File: src/rtl/mem_port_arbiter.sv
// Arbitrates N requesters onto the single cache/memory_system port.
// Round-robin or fixed priority, flush squash of reads, completion timeout.
module mem_port_arbiter #(
    parameter int unsigned N_CH  = 2,
    parameter int unsigned AW    = 16,
    parameter int unsigned DW    = 16,
    parameter int unsigned RR_EN = 1,
    parameter int unsigned TMO   = 64
) (
    input  logic               clk,
    input  logic               rst,
    input  logic               flsh,
    input  logic [N_CH-1:0]    req,
    input  logic [N_CH-1:0]    rd_wrt,
    input  logic [N_CH*AW-1:0] addr_in,
    input  logic [N_CH*DW-1:0] wdata_in,
    output logic [N_CH-1:0]    grnt,
    output logic [N_CH-1:0]    ch_done,
    output logic [DW-1:0]      rdata,
    output logic [AW-1:0]      addr_ca,
    output logic [DW-1:0]      data_ca_in,
    output logic               rd_wrt_ca,
    output logic               enable,
    input  logic               idle,
    input  logic               done,
    input  logic [DW-1:0]      data_ca_out,
    output logic               tmo_err
);

    localparam int unsigned PW = (N_CH > 1) ? $clog2(N_CH) : 1;
    localparam int unsigned CW = $clog2(TMO);

    typedef enum logic [1:0] {
        S_IDLE,
        S_ISSUE,
        S_WAIT
    } state_t;

    state_t           state_q, state_d;
    logic [PW-1:0]    rr_ptr_q, rr_ptr_d;
    logic [PW-1:0]    win_q, win_d;
    logic [N_CH-1:0]  grnt_q, grnt_d;
    logic             enable_q, enable_d;
    logic [AW-1:0]    addr_q, addr_d;
    logic [DW-1:0]    wdata_q, wdata_d;
    logic             rw_q, rw_d;
    logic [CW-1:0]    cnt_q, cnt_d;
    logic             squash_q, squash_d;
    logic             tmo_err_q, tmo_err_d;

    logic             sel_vld;
    logic [PW-1:0]    sel_idx;
    logic [PW:0]      cand;
    logic [PW-1:0]    ptr_nxt;
    logic             flush_rd;
    logic [N_CH-1:0]  ch_done_c;

    // Winner search: cyclic scan from rr_ptr, or plain lowest index in fixed mode.
    always_comb begin
        sel_vld = 1'b0;
        sel_idx = '0;
        cand    = '0;
        for (int unsigned k = 0; k < N_CH; k++) begin
            if (RR_EN != 0) begin
                cand = {1'b0, rr_ptr_q} + (PW+1)'(k);
                if (cand >= (PW+1)'(N_CH)) begin
                    cand = cand - (PW+1)'(N_CH);
                end
            end else begin
                cand = (PW+1)'(k);
            end
            if (!sel_vld && req[cand[PW-1:0]]) begin
                sel_vld = 1'b1;
                sel_idx = cand[PW-1:0];
            end
        end
    end

    // Pointer wraps explicitly so non-power-of-2 channel counts stay legal.
    assign ptr_nxt  = (win_q == PW'(N_CH - 1)) ? '0 : win_q + PW'(1);
    assign flush_rd = flsh && !rw_q;

    always_comb begin
        state_d   = state_q;
        rr_ptr_d  = rr_ptr_q;
        win_d     = win_q;
        grnt_d    = grnt_q;
        enable_d  = 1'b0;
        addr_d    = addr_q;
        wdata_d   = wdata_q;
        rw_d      = rw_q;
        cnt_d     = cnt_q;
        squash_d  = squash_q;
        tmo_err_d = tmo_err_q;

        case (state_q)
            S_IDLE: begin
                grnt_d   = '0;
                squash_d = 1'b0;
                if (idle && sel_vld && !flsh) begin
                    win_d   = sel_idx;
                    grnt_d  = N_CH'(1) << sel_idx;
                    addr_d  = addr_in[sel_idx*AW +: AW];
                    wdata_d = wdata_in[sel_idx*DW +: DW];
                    rw_d    = rd_wrt[sel_idx];
                    state_d = S_ISSUE;
                end
            end
            S_ISSUE: begin
                enable_d = 1'b1;
                cnt_d    = '0;
                if (flush_rd) begin
                    squash_d = 1'b1;
                end
                state_d = S_WAIT;
            end
            S_WAIT: begin
                if (flush_rd) begin
                    squash_d = 1'b1;
                end
                // done has priority over the terminal count
                if (done) begin
                    grnt_d   = '0;
                    rr_ptr_d = ptr_nxt;
                    squash_d = 1'b0;
                    state_d  = S_IDLE;
                end else if (cnt_q == CW'(TMO - 1)) begin
                    tmo_err_d = 1'b1;
                    grnt_d    = '0;
                    rr_ptr_d  = ptr_nxt;
                    squash_d  = 1'b0;
                    state_d   = S_IDLE;
                end else begin
                    cnt_d = cnt_q + CW'(1);
                end
            end
            default: begin
                grnt_d  = '0;
                state_d = S_IDLE;
            end
        endcase
    end

    always_ff @(posedge clk or posedge rst) begin
        if (rst) begin
            state_q   <= S_IDLE;
            rr_ptr_q  <= '0;
            win_q     <= '0;
            grnt_q    <= '0;
            enable_q  <= 1'b0;
            addr_q    <= '0;
            wdata_q   <= '0;
            rw_q      <= 1'b0;
            cnt_q     <= '0;
            squash_q  <= 1'b0;
            tmo_err_q <= 1'b0;
        end else begin
            state_q   <= state_d;
            rr_ptr_q  <= rr_ptr_d;
            win_q     <= win_d;
            grnt_q    <= grnt_d;
            enable_q  <= enable_d;
            addr_q    <= addr_d;
            wdata_q   <= wdata_d;
            rw_q      <= rw_d;
            cnt_q     <= cnt_d;
            squash_q  <= squash_d;
            tmo_err_q <= tmo_err_d;
        end
    end

    // Completion is a same-cycle pass-through of done, masked for squashed reads.
    assign ch_done_c = (state_q == S_WAIT && done && !squash_q && !flush_rd) ? grnt_q : '0;

    assign ch_done    = ch_done_c;
    assign rdata      = (|ch_done_c) ? data_ca_out : '0;
    assign grnt       = grnt_q;
    assign enable     = enable_q;
    assign addr_ca    = addr_q;
    assign data_ca_in = wdata_q;
    assign rd_wrt_ca  = rw_q;
    assign tmo_err    = tmo_err_q;

endmodule

File: config.mk
export PLATFORM = sky130hd
export DESIGN_NAME = mem_port_arbiter
export DESIGN_NICKNAME = d
export VERILOG_FILES = /design/src/rtl/mem_port_arbiter.sv
export SDC_FILE = /design/constraint.sdc
export NUM_CORES = 1
export LEC_CHECK = 0
export CORE_AREA = 2 2 65 113
export CTS_CLUSTER_SIZE = 16
export DETAILED_ROUTE_END_ITERATION = 10
export DIE_AREA = 0 0 67 115
export GPL_ROUTABILITY_DRIVEN = 1
export PLACE_DENSITY = 0.75
export SLEW_MARGIN = 20
export SYNTH_ARGS = -nofsm -noshare
export SYNTH_HDL_FRONTEND = slang
export SYNTH_SLANG_ARGS = --single-unit
File: constraint.sdc
create_clock -name clk -period 2.2 [get_ports clk]
set_clock_uncertainty 0.2 [all_clocks]
set_input_delay 0.33 -clock clk [delete_from_list [all_inputs] [get_ports clk]]
set_output_delay 0.33 -clock clk [all_outputs]
set_load 0.02 [all_outputs]
==> results by group <==
Worst setup path
  – Worst R2R Start: state_q[0]$_DFFE_PP0P_
  – CP arrival: 1.74 ns
  – Setup crit start kind: flop
  – CP max-delay cell: dfrtp_1
  – CP Buf/Inv Count: 4
  – CP endpoint kind: output pin
  – Worst path max stage delay: 0.39 ns
  – Cells along the critical path: inv_2, ha_4, nand2_4, nor3_4, o21a_1, buf_6, buf_6, and2_4, buf_6
  – Most used cell, CP: buf_6
  – Worst setup path start: state_q[0]$_DFFE_PP0P_
  – Worst-path maximum fanout: 6
  – Critical path class: reg2out
  – Cell family with most CP delay: buffers and inverters
  – Worst path required time: 1.67 ns

CTS
  – Hold Buf Count CTS: 0
  – Bufs on Longest Clock Path: 2
  – H-tree depth: 2
  – Sink Count: 48
  – CTS tree: yes
  – CTS buffer count: 5
  – Clock transition at path regs: 0.06 ns
  – Clock insertion delay at the later pin of the skew report: 0.28 ns
  – Root Driver: clkbuf_16

Floorplanning
  – Cell Rows: 40
  – Core ar.: 6810 um2
  – Die Area: 7710 um2
  – Starting Density: 0.370
  – Die extent in x: 67 um
  – Die Ht: 115 um
  – I/O pin cnt: 144

STA
  – Slew Viols, Final: 0
  – Tmin final: 2.27 ns
  – Setup TNS: -0.180 ns
  – Max Freq: 0.441 GHz
  – Worst slew pin tran: 0.282 ns
  – Worst setup margin: -0.0654 ns
  – Final Cycle Share: 1.03
  – RSZ-0062 raised after global routing: true
  – Hold Fails Final Rpt: 0
  – Endpoints failing setup: 3
  – Max_slew headroom: 0.812

Routing
  – DRC Markers: 0
  – Vias: 2378
  – Iter 0 DRT Violations: 44
  – DRT Wirelength: 7.15 mm
  – Vias per inst: 4.92
  – Routed WL per cell: 14.8 um
  – Antenna viol nets, final: 0
  – Drt first pass iters: 4

Placement
  – Post-DP HPWL: 5.55 mm
  – Placed cells: 473
  – GP Congestion: 0.851
  – Setup slack after placement: -0.482 ns
  – I/O Buffers: 143

Power and ir drop
  – Leak: 0.00196 uW
  – Pwr/cell area: 1010 nW/um2
  – Max rail drop VDD: 0.552 mV
  – Power Total: 4480 uW

Run status
  – Status: complete, but fails checks
  – Failing checks: negative setup slack

Synthesis
  – Ys async rst share: 1.00
  – Most frequent cell after synthesis: nand2_1
  – Main flop type after synthesis: dfrtp_1
  – Top cells by count, synth: nand2_1 (74), dfrtp_1 (48), a22oi_2 (29), and2_1 (18), ha_1 (6)
  – Yosys cell types: 37
  – Synth top area share: 0.477
  – Avg Inst Size Synth: 10.4 um2
  – FF+latch count, synth: 48
  – Seq/Total Area, Yosys: 0.477
  – Cells after Synth: 241
  – EDFF count, synth: 0
  – Synth Warn #: 0
  – Top cells by area, synth: dfrtp_1 (48%), a22oi_2 (14%), nand2_1 (11%), and2_1 (4.5%), ha_1 (3.0%)
  – Syn_nets: 336
  – Post-Syn Area: 2520 um2
  – Cell accounting for the most synthesized area: dfrtp_1

Final layout
  – Share of cells above drive strength 1: 0.256
  – Area growth syn-to-layout: 76.3%
  – Final nets: 493
  – Diode count: 0
  – Final core utilization: 0.652
  – Fin cells: 483

Global route
  – First-pass GRT wire length: 11.5 mm
  – Initial antenna violation count: 0
  – Vias in the first global route: 2474
  – Largest net degree at the start of global routing: 26
  – Gr usage total: 0.193
  – GR Overflow Total: 0

Min path
  – HP Class: in2async

Run
  – Max-cap violations: 0
## area by class of cell
class,instances,area (um2)
Clock buffer,7,143
Clock inverter,1,7.51
Fill cell,575,2370
Inverter,4,15.0
Multi-Input combinational cell,177,1280
Sequential cell,48,1200
Tap cell,84,105
Timing Repair Buffer,162,1690
## final timing paths
path	to	slack [ns]	cells after the start
max	rdata[1]	-0.07	9
min reg2reg	tmo_err$_DFFE_PP0P_	0.26	1
max in group asynchronous	addr_ca[1]$_DFFE_PP0P_	1.23	3
max reg2reg	data_ca_in[10]$_DFFE_PP0P_	0.15	9
min in group clk	tmo_err$_DFFE_PP0P_	0.26	1
min	data_ca_in[10]$_DFFE_PP0P_	0.1	2
## report_power, final
group / switching [uW] / internal [uW]
Clock: 315 / 453
Sequential: 249 / 1240
Combinational: 1010 / 1220
Total: 1570 / 2910
## layer usage
layer,global-route usage,wire [um],up-vias
met5,0,0,-
met4,0.0871,220,0
met3,0.0421,516,13
met2,0.359,3970,95
met1,0.199,2440,1132
li1,-,-,1138
## placed cells by master (no fill, tap or decap), drive strengths merged, types with 2 or more instances in the layout
cell type	n
o211ai	3
and3	2
and2	18
clkdlybuf4s50	124
nor2	3
a21oi	2
o21ai	8
inv	4
nand2b	4
o21a	3
clkbuf	7
nand3	4
ha	6
buf	35
nor2b	2
nand4	2
a22oi	33
dfrtp	48
nand2	75
mux2	4
dlygate4sd2	3
## state kept, by name (all words and copies together), names as in the netlist
register	flops
tmo_err	1
rr_ptr_q	1
addr_ca	16
squash_q	1
data_ca_in	16
state_q	2
win_q	1
enable	1
cnt_q	6
rd_wrt_ca	1
grnt	2
## timing repair
item	4_1_cts	5_1_grt
pin swaps	0	11
endpoints found under the setup margin	18	16
gates resized for setup	98	24
setup buffers	2	0
## cell families after synthesis
family          share of synthesized area
buf+inv                            0.0437
simple gates                        0.214
mux                                0.0249
flops                               0.477
fa+ha+maj                          0.0298
compound gates                      0.210
## worst reg2reg max path, stage by stage (launching register included)
cell and delay [ns]:
dfrtp_1 0.37, inv_2 0.06, buf_4 0.13, buf_4 0.12
ha_1 0.20, and3b_1 0.21, and3_2 0.26, buf_12 0.17
a22oi_1 0.15, nand2_1 0.07
## metrics by stage
stage	hold WS, ns	cell area (um2)
6_report	0.0999	4440
5_1_grt	0.135	4440
4_1_cts	0.109	4360
3_5_place_dp	0.248	4180
3_3_place_gp	0.243	4180
2_1_floorplan	0.235	2520
No activity file was read; power rests on OpenSTA's default activity.
